## config.mk

```make
export PLATFORM = sky130hd
export DESIGN_NAME = instr_fetch
export DESIGN_NICKNAME = d
export VERILOG_FILES = /design/src/rtl/ifetch_pkg.sv /design/src/rtl/instr_fetch_sync_fifo.sv /design/src/rtl/instr_fetch.sv
export SDC_FILE = /design/constraint.sdc
export NUM_CORES = 1
export LEC_CHECK = 0
export BUFFER_PORTS_ARGS = -buffer_cell sky130_fd_sc_hd__clkbuf_2
export CAP_MARGIN = 0
export CORE_ASPECT_RATIO = 0.6
export CORE_UTILIZATION = 41
export DETAILED_ROUTE_END_ITERATION = 8
export PLACE_DENSITY = 0.6
export SETUP_SLACK_MARGIN = 0.2
export SYNTH_ARGS = -nofsm -noshare
export SYNTH_HDL_FRONTEND = slang
export SYNTH_SLANG_ARGS = --single-unit
```

## constraint.sdc

```tcl
create_clock -name clk -period 4 [get_ports clk]
set_input_delay 0.6 -clock clk [delete_from_list [all_inputs] [get_ports clk]]
set_output_delay 0.6 -clock clk [all_outputs]
set_load 0.01 [all_outputs]
```

## src/rtl/ifetch_pkg.sv

```systemverilog
// Shared types and constants for the instruction fetch unit.
// Optional alignment checking is enabled with the IFETCH_ALIGN_CHECK_EN macro.
package ifetch_pkg;

    localparam int XLEN = 32;
    localparam logic [XLEN-1:0] CODE_START = 32'h8000;
    localparam logic [XLEN-1:0] PC_STEP    = 32'd4;

    typedef struct packed {
        logic [XLEN-1:0] inst;
        logic [XLEN-1:0] pc;
        logic            fault;
    } ifq_entry_t;

    // Width of a counter that must hold values 0..n inclusive.
    function automatic int cnt_w(input int n);
        return $clog2(n + 1);
    endfunction

endpackage

```

## src/rtl/instr_fetch_sync_fifo.sv

```systemverilog
// Synchronous FIFO with flush and occupancy count; used for both the
// instruction queue and the outstanding-PC FIFO of instr_fetch.
module sync_fifo
    import ifetch_pkg::*;
#(
    parameter int WIDTH = 8,
    parameter int DEPTH = 4,
    localparam int AW = (DEPTH > 1) ? $clog2(DEPTH) : 1,
    localparam int CW = cnt_w(DEPTH)
) (
    input  logic             clk,
    input  logic             reset_n,
    input  logic             flush_i,
    input  logic             push_i,
    input  logic [WIDTH-1:0] data_i,
    input  logic             pop_i,
    output logic [WIDTH-1:0] data_o,
    output logic [CW-1:0]    count_o
);

    logic [WIDTH-1:0] mem_q [DEPTH];
    logic [AW-1:0]    wr_ptr_q, rd_ptr_q;
    logic [CW-1:0]    count_q;
    logic             do_push, do_pop;

    function automatic logic [AW-1:0] ptr_inc(input logic [AW-1:0] p);
        return (p == AW'(DEPTH - 1)) ? '0 : p + 1'b1;
    endfunction

    // A push into a full FIFO is legal only when a pop frees the slot this edge.
    assign do_pop  = pop_i && (count_q != '0);
    assign do_push = push_i && ((count_q != CW'(DEPTH)) || do_pop);

    always_ff @(posedge clk) begin
        if (!reset_n || flush_i) begin
            wr_ptr_q <= '0;
            rd_ptr_q <= '0;
            count_q  <= '0;
        end else begin
            if (do_push) wr_ptr_q <= ptr_inc(wr_ptr_q);
            if (do_pop)  rd_ptr_q <= ptr_inc(rd_ptr_q);
            count_q <= count_q + CW'(do_push) - CW'(do_pop);
        end
    end

    always_ff @(posedge clk) begin
        if (do_push) mem_q[wr_ptr_q] <= data_i;
    end

    assign data_o  = mem_q[rd_ptr_q];
    assign count_o = count_q;

endmodule

```

## src/rtl/instr_fetch.sv

```systemverilog
// Instruction fetch: issues PC-addressed reads under a credit rule, pairs
// in-order responses with their PCs and queues them for decode.
// IFETCH_ALIGN_CHECK_EN turns misaligned PCs into queued fetch faults.
module instr_fetch
    import ifetch_pkg::*;
#(
    parameter int XLEN    = ifetch_pkg::XLEN,
    parameter int QDEPTH  = 4,
    parameter int MAX_OUT = 2
) (
    input  logic            clk,
    input  logic            reset_n,
    input  logic [XLEN-1:0] pc_i,
    output logic            pc_advance_o,
    input  logic            redirect_i,
    output logic            mem_req_valid_o,
    input  logic            mem_req_ready_i,
    output logic [XLEN-1:0] mem_req_addr_o,
    input  logic            mem_rsp_valid_i,
    input  logic [XLEN-1:0] mem_rsp_data_i,
    output logic            inst_valid_o,
    input  logic            inst_ready_i,
    output logic [XLEN-1:0] inst_o,
    output logic [XLEN-1:0] inst_pc_o,
    output logic            inst_fault_o
);

    localparam int QCW = cnt_w(QDEPTH);
    localparam int OCW = cnt_w(MAX_OUT);

    ifq_entry_t      q_push_data, q_head;
    logic [QCW-1:0]  q_cnt;
    logic [OCW-1:0]  out_cnt;
    logic [XLEN-1:0] pcf_head;
    logic [OCW-1:0]  drop_q, drop_d;
    logic [31:0]     credit_used;
    logic            base_ok, misalign, fault_pend, fault_push;
    logic            req_valid, req_fire;
    logic            rsp_live, rsp_owed;
    logic            q_push, q_pop, inst_valid;

    // Outstanding requests are exactly the PCs waiting in the PC FIFO.
    assign credit_used = 32'(out_cnt) + 32'(q_cnt);

    assign base_ok = reset_n && !redirect_i && (drop_q == '0) && !fault_pend
                  && (out_cnt < OCW'(MAX_OUT)) && (credit_used < 32'(QDEPTH));

`ifdef IFETCH_ALIGN_CHECK_EN
    logic fault_pend_q, fault_pend_d;

    assign misalign   = (pc_i[1:0] != 2'b00);
    // Wait for older fetches to drain so the fault lands behind them in order.
    assign fault_push = base_ok && misalign && (out_cnt == '0);

    always_comb begin
        fault_pend_d = fault_pend_q;
        if (redirect_i)      fault_pend_d = 1'b0;
        else if (fault_push) fault_pend_d = 1'b1;
    end

    always_ff @(posedge clk) begin
        if (!reset_n) fault_pend_q <= 1'b0;
        else          fault_pend_q <= fault_pend_d;
    end

    assign fault_pend   = fault_pend_q;
    assign inst_fault_o = inst_valid && q_head.fault;
`else
    assign misalign     = 1'b0;
    assign fault_push   = 1'b0;
    assign fault_pend   = 1'b0;
    assign inst_fault_o = 1'b0;
`endif

    // Eligibility only shrinks on a redirect, so valid/addr hold until accepted.
    assign req_valid       = base_ok && !misalign;
    assign req_fire        = req_valid && mem_req_ready_i;
    assign mem_req_valid_o = req_valid;
    assign mem_req_addr_o  = pc_i;
    assign pc_advance_o    = req_fire;

    assign rsp_live = mem_rsp_valid_i && !redirect_i && (drop_q == '0) && (out_cnt != '0);
    assign rsp_owed = mem_rsp_valid_i && ((drop_q != '0) || (out_cnt != '0));

    // Responses still owed by memory at a redirect are counted off as stale.
    always_comb begin
        drop_d = drop_q;
        if (redirect_i)                             drop_d = drop_q + out_cnt - OCW'(rsp_owed);
        else if (mem_rsp_valid_i && drop_q != '0)   drop_d = drop_q - 1'b1;
    end

    always_ff @(posedge clk) begin
        if (!reset_n) drop_q <= '0;
        else          drop_q <= drop_d;
    end

    sync_fifo #(
        .WIDTH (XLEN),
        .DEPTH (MAX_OUT)
    ) u_pc_fifo (
        .clk     (clk),
        .reset_n (reset_n),
        .flush_i (redirect_i),
        .push_i  (req_fire),
        .data_i  (pc_i),
        .pop_i   (rsp_live),
        .data_o  (pcf_head),
        .count_o (out_cnt)
    );

    always_comb begin
        q_push_data = '{inst: mem_rsp_data_i, pc: pcf_head, fault: 1'b0};
        if (fault_push) q_push_data = '{inst: '0, pc: pc_i, fault: 1'b1};
    end

    assign q_push = rsp_live || fault_push;
    assign q_pop  = inst_valid && inst_ready_i && !redirect_i;

    sync_fifo #(
        .WIDTH ($bits(ifq_entry_t)),
        .DEPTH (QDEPTH)
    ) u_inst_q (
        .clk     (clk),
        .reset_n (reset_n),
        .flush_i (redirect_i),
        .push_i  (q_push),
        .data_i  (q_push_data),
        .pop_i   (q_pop),
        .data_o  (q_head),
        .count_o (q_cnt)
    );

    assign inst_valid   = reset_n && (q_cnt != '0);
    assign inst_valid_o = inst_valid;
    assign inst_o       = inst_valid ? q_head.inst : '0;
    assign inst_pc_o    = inst_valid ? q_head.pc   : '0;

    // A response nobody asked for points at a broken memory model.
    rsp_orphan_a: assert property (@(posedge clk) disable iff (!reset_n)
        !(mem_rsp_valid_i && (out_cnt == '0) && (drop_q == '0)));

endmodule

```

After elaboration in Yosys (flattened, before gate mapping):

Memory sizes are Yosys's and may differ from the RTL's. A register that Yosys moved wholly into a read port is not among the register bits.
Cells that the tools add are included.

* register bits: 13
* memory bits (writable): 320
* output and inout port bits: 100
* memories kept: 2

Memory list
* u_inst_q.mem_q: depth 4, bits a word 64, read ports 1, clocked after Yosys merged registers in 1, write ports 1, RTL line instr_fetch_sync_fifo.sv:21 `logic [WIDTH-1:0] mem_q [DEPTH];`
* u_pc_fifo.mem_q: depth 2, bits a word 32, read ports 1, clocked after Yosys merged registers in 1, write ports 1, RTL line instr_fetch_sync_fifo.sv:21

* add/subtract/negate cells: 12
* order comparisons: 2
* equal/unequal tests: 4
* multiplexer cells: 16
* reductions and logical operators: 28

Operators by type and width (count)
* 32-bit two-way mux: 2
* 1-bit logical AND: 17
* 2-bit two-way mux: 6
* 1-bit two-way mux: 8
* 2-bit nonzero test: 3
* 2-bit by 1-bit adder with 2-bit output (second input constant): 2
* 2-bit by 3-bit adder with 4-bit output: 1
* 2-bit == test (second input constant): 2
* 1-bit logical OR: 4
* 4-bit by 3-bit less-than comparator with 1-bit output (second input constant): 1
* 2-bit by 1-bit subtractor with 2-bit output: 2
* 3-bit by 1-bit adder with 3-bit output: 1
* 3-bit != test (second input constant): 1
* 3-bit nonzero test: 1
* 3-bit by 1-bit subtractor with 3-bit output: 1
* 1-bit adder (second input constant): 2
* 2-bit by 1-bit adder with 2-bit output: 1
* 2-bit adder: 1
* 1-bit logical NOT: 2
* 2-bit logical NOT: 1
* 2-bit less-than comparator (second input constant): 1
* 2-bit != test (second input constant): 1
* 2-bit by 1-bit subtractor with 2-bit output (second input constant): 1

Logic depth before layout (Yosys ltp):

* depth after elaboration: 9
* gate-level depth with buffers: 10

Modules after synthesis:

A second synthesis with hierarchy kept.

* cells, all modules: 652
* area total of the unflattened synthesis: 13384.1 um^2

Modules (own cells, without submodules)
* sync_fifo at u_inst_q: times used 1, cells an instance 388, area an instance 9814.4 um^2, sequential area each 7987.7 um^2
* sync_fifo at u_pc_fifo: times used 1, cells an instance 126, area an instance 2581.2 um^2, sequential area each 2021.9 um^2
* instr_fetch: times used 1, cells an instance 138, area an instance 988.4 um^2, sequential area each 40.0 um^2

Worst setup path after synthesis:

Ideal clock, no wire load.

* path kind: input -> register
* start point: input redirect_i
* end point: memory u_inst_q.mem_q[3][0] in the netlist's numbering, enable pin
* data arrival time: 2.867 ns
* data required time: 3.571 ns
* slack: 0.704 ns
* cell stages on the path: 4
* path buffers: 1
* cells stage by stage: buf_2 > nand3b_4 > a311oi_4 > and2_1

* cells in the longest elaborated chain, start to end: 7

Ends and longest elaborated chain
* start: declaration: RTL line instr_fetch.sv:15 `input logic redirect_i,`
* 1-bit logical NOT *: RTL line instr_fetch.sv:82, instr_fetch.sv:117
* 1-bit logical AND, on equally long branches: RTL line instr_fetch.sv:82, instr_fetch.sv:117
* 1-bit logical AND, on equally long branches: RTL line instr_fetch.sv:82, instr_fetch_sync_fifo.sv:31
* 1-bit logical AND / 1-bit logical OR (equally long branches): RTL line instr_fetch.sv:82, instr_fetch_sync_fifo.sv:32
* 1-bit logical AND *: RTL line instr_fetch_sync_fifo.sv:32 `assign do_push = push_i && ((count_q != CW'(DEPTH)) || do_pop);`
* net u_inst_q.do_push: RTL line instr_fetch_sync_fifo.sv:24 `logic do_push, do_pop;`
* 1-bit two-way mux *: RTL line instr_fetch_sync_fifo.sv:47 `if (do_push) mem_q[wr_ptr_q] <= data_i;`
* 1-bit two-way mux (not written as such) *: RTL line instr_fetch_sync_fifo.sv:47
* end: declaration: RTL line instr_fetch_sync_fifo.sv:21

The timed path passes the listed nets; every way through them passes the cells marked *.

==> results by stage <==
STA:
- The number of slew-limit violations in the final report is 0.
- In the finished design, the share of the clock period the worst path needs comes to 0.835.
- Setup repair after global routing left no endpoint under its margin.
- The worst pin sits at a relative slew slack of 0.325.
- For the final routed database, the setup TNS stands at 0 ns.
- The post-route minimum period is 3.34 ns.
- Based on the critical path, the design can be clocked at up to 300 MHz.
- On the final layout, the worst clock skew is 0.0256 ns.
- The final hold violation count came to 0.
- Setup violations remaining at the end of the flow were counted as 0.
- The slew at the pin with the worst max-slew slack is approximately 1.0 ns.

Critical path:
- The terminus of the critical flop-to-flop path is u_inst_q.mem_q[3][49].
- The startpoint identified for the worst register-to-register timing path is drop_q[0].
- The worst path buffer plus inverter count is 2.
- For this run, the slowest stage of the critical path takes about 0.80 ns.
- The data arrival time of the worst path is roughly 2.7 ns.
- STA classifies the critical path startpoint as a flip-flop.
- The critical path is of the reg -> out type.
- The critical path capture point type is an output port.
- The number of cells traversed by the worst register-to-register path is 5.
- The worst reg-to-reg setup slack is 1.35 ns.
- The critical path runs through a total of 4 cells.
- The required time reported for the critical path endpoint is 3.40 ns.
- The signal on the critical path passes through buf_4, mux4_1, nor2b_1, clkbuf_2.
- The peak fanout along the critical path is 38.
- The kind of cell adding the most delay to the critical path is flip-flops.
- For this design, the slowest cell found on the critical path is dfxtp_4.

Placed design:
- Routability-driven placement finished with a final weighted congestion of 0.730.
- The number of I/O port buffers is between 150 and 200.
- The number of instances in the placed design is approximately 1200.
- The placed cell area is between 10000 and 15000 um^2.
- The total half-perimeter wirelength after legalization and detailed placement is ~15000 um.

Global routing:
- Across every metal layer, demand over resource in global routing totals 0.147.
- The number of antenna violations at the first check in global routing is 0.
- The via count of the first global-routing pass is ~6500.
- The maximum number of pins on one net before global-route repair is 65.
- The wire length of the first global-routing pass is 37400 um.
- For this run the aggregate overflow at the end of global routing stands at 0.

Drt:
- The count of vias placed by the detailed router is approximately 6200.
- In this run, the number of DRC markers left after iteration 0 of detailed routing was 365.
- In the routed design, unresolved DRC markers number 0.
- In this run the remaining antenna-violating nets after routing total 0.
- The number of vias per cell is 5.06.
- The detailed-route wire length per cell is about 20 um.
- Before antenna repair, the detailed router went through 4 iterations.
- The aggregate routed wire length is around 25000 um.

Die:
- For this configuration, the core starts out at a cell density of 0.424.
- In this run the count of I/O pins placed on the die edge is 170.
- The floorplan step set the die height to between 100 and 150 um.
- The initialized floorplan defines 50 standard-cell rows.
- The floorplan step defined a die boundary enclosing around 34000 um^2.
- After floorplanning, the core was sized to cover between 30000 and 40000 um^2.
- The die is 236 um wide.

Clock network:
- The clock tree root buffer cell is clkbuf_16.
- The clock latency reported for the late side of the worst-skew pair is approximately 0.56 ns.
- The quantity of hold-fixing buffers added after cts is 0.
- The clock-pin slew on the worst setup and hold paths is 0.07 ns.
- TritonCTS created 30 clock buffers.
- The maximum root-to-sink buffer count is 3.
- The number of buffers added for setup after CTS is 0.
- TritonCTS built the clock tree.
- CTS built an H-tree with a depth of 1.
- The number of sinks handled by clock tree synthesis is between 300 and 400.
- After clock tree synthesis, the repair step resized 0 gates.

Worst hold path:
- The startpoint identified for the worst hold timing path is pc_i[4].
- The type of the worst min-delay path is in -> reg.
- Counting instances, the worst hold path has a depth of 1.
- The path with the worst hold slack has its endpoint at u_pc_fifo.mem_q[1][4].

Yosys:
- Of the synthesized area, sequential elements account for 0.738.
- The average cell area after synthesis is approximately 21 um^2.
- The number of instances in the synthesized netlist is about 650.
- The post-synthesis cell type count is 41.
- The flip-flop and latch count after synthesis is approximately 340.
- The net count after synthesis is about 730.
- The combined area of all synthesized cells is between 10000 and 15000 um^2.
- During synthesis, Yosys emitted a total of 0 warnings.

Finish:
- For this run, the post-layout net count is 871.
- The count of fill cells added during filler insertion is 2562.
- Summing all non-filler instances in the final layout gives an area of roughly 16000 um^2.
- The number of antenna diodes in the final layout is 0.
- The number of non-filler instances in the completed layout is ~1200.
- Of the cells placed in the final design, the portion with a size suffix greater than 1 is 0.340.
- The relative area change from synthesis to final layout is 15.2%.

Power and ir drop:
- The worst-case IR drop observed on VDD is 0.000292 V.
- For this design the ratio of total power to cell area is approximately 460 nW/um^2.
- The analysis attributes to cell leakage a power of 5.33 nW.

Run status:
- The flow ran to the end, and the final reports show no timing, DRC or antenna violations.

Job:
- The tool flagged a number of max-cap violations equal to 0.
-- worst max-delay path by stage --
stage,startpoint,end,slack (ns)
final,flip-flop,inst_pc_o[2],0.66
after detailed placement,reset_n,u_pc_fifo.mem_q[1][26],0.95
after CTS,flip-flop,inst_pc_o[2],0.60
after floorplan,redirect_i,u_inst_q.mem_q[3][0],0.70
after global placement,reset_n,u_pc_fifo.mem_q[1][25],1.11
after global routing,u_inst_q.count_o[2],inst_pc_o[23],0.49
-- worst register-to-register path: cells and delay by family, from the launching register on --
kind | cells | cell delay [ns]
simple gates | 1 | 0.91
flops | 1 | 0.34
fa+ha+maj | 1 | 0.24
compound gates | 2 | 0.66
buf+inv | 1 | 0.07
-- cell usage in the layout, fill, tap and decap left out, drive strengths merged, types with 2 or more instances in the layout --
cell / instances
inv: 10
and2b: 2
or3: 3
a211oi: 2
nand2b: 4
nand2: 6
mux2i: 4
clkinvlp: 3
xnor2: 6
buf: 4
and2: 9
o31ai: 2
nor2: 9
mux4: 64
ha: 12
nor2b: 64
bufinv: 5
mux2: 32
dfxtp: 16
clkinv: 9
edfxtp: 320
clkbuf: 207
a21oi: 2
and4: 2
xor2: 2
-- cells in the mapped netlist --
| master | count | area, um^2 |
|---|---|---|
| buf_4 | 33 | 248 |
| mux2_2 | 32 | 360 |
| a211oi_1 | 2 | 15.0 |
| dfxtp_1 | 16 | 320 |
| fa_1 | 1 | 20.0 |
| nor4b_1 | 1 | 8.76 |
| mux4_2 | 8 | 180 |
| buf_2 | 15 | 75.1 |
| a311oi_4 | 1 | 26.3 |
| o21ai_0 | 1 | 5.00 |
| buf_12 | 1 | 20.0 |
| and4_1 | 2 | 17.5 |
| buf_6 | 6 | 67.6 |
| o211ai_2 | 1 | 12.5 |
| a21oi_1 | 2 | 10.0 |
| xnor2_1 | 6 | 52.6 |
| nor2b_1 | 62 | 388 |
| nor3b_1 | 1 | 7.51 |
| mux4_1 | 56 | 1470 |
| o31ai_1 | 2 | 15.0 |
| o211a_1 | 1 | 10.0 |
| and3_1 | 1 | 6.26 |
| conb_1 | 1 | 3.75 |
| xor2_1 | 2 | 17.5 |
| and2_1 | 9 | 56.3 |
| nor2_1 | 9 | 33.8 |
| clkbuf_1 | 3 | 11.3 |
| a21boi_0 | 1 | 7.51 |
| nor2b_4 | 2 | 27.5 |
| edfxtp_1 | 320 | 9610 |
| and2b_1 | 2 | 15.0 |
| inv_1 | 10 | 37.5 |
| nand3_1 | 1 | 5.00 |
| nand2_1 | 6 | 22.5 |
| or3_1 | 3 | 18.8 |
| clkbuf_2 | 3 | 15.0 |
| nand2b_1 | 4 | 25.0 |
| nor3_1 | 1 | 5.00 |
| ha_1 | 12 | 150 |
| nand3b_4 | 1 | 20.0 |
| mux2i_1 | 4 | 40.0 |
-- metrics by stage --
step	utilization	setup WS, ns	total power [mW]	hold WS (ns)
after global routing	0.489	0.488	7.30	0.230
after CTS	0.489	0.599	7.15	0.222
final	0.489	0.661	7.09	0.248
after detailed placement	0.456	0.952	4.11	0.482
after floorplan	-	0.704	4.04	0.447
after global placement	0.456	1.11	4.10	0.458
-- power by group --
group | internal, mW | switching [mW]
Sequential | 3.86 | 0.00758
Combinational | 0.0707 | 0.102
Clock | 1.81 | 1.24
Total | 5.74 | 1.35
-- state kept, by name, summed over array words and instances, names as in the netlist, named ones only --
register / cells
u_inst_q.count_o: 3
u_pc_fifo.count_o: 2
u_inst_q.mem_q: 256
u_inst_q.wr_ptr_q: 2
u_pc_fifo.mem_q: 64
u_inst_q.rd_ptr_q: 2
drop_q: 2
u_pc_fifo.rd_ptr_q: 1
u_pc_fifo.wr_ptr_q: 1
-- layout make-up --
cell class              count  area [um^2]  area share
inverters                  10         37.5     0.00242
repair buffers            172          871      0.0562
clock inverters            17          214      0.0138
multi-input cells         238         3080       0.199
clock buffers              39          846      0.0545
well taps                 416          520      0.0336
flip-flops and latches    336         9940       0.641
-- cell families (layout without fill, tap and decap cells) --
| kind of cell | Yosys count | in the layout | synth area share |
|---|---|---|---|
| DFF | 336 | 336 | 0.738 |
| adders and majority gates | 13 | 13 | 0.0126 |
| other | 1 | 1 | 0.000279 |
| and+or+nand+nor | 105 | 105 | 0.0488 |
| muxes | 100 | 100 | 0.152 |
| buffers and inverters | 71 | 238 | 0.0352 |
| AOI/OAI and AO/OA | 11 | 11 | 0.00753 |
| xor gates and xnor gates | 8 | 8 | 0.00521 |
-- metal layers --
metal  wire [um]  track usage  share of wire  up-vias
met4         319       0.0237          0.013        0
li1            -            -              -     2851
met2       11900        0.250           0.49      155
met1       11100        0.197           0.45     3173
met3        1230       0.0330          0.050       31
met5           0            0              0        -
No activity file was read; power rests on OpenSTA's default activity.
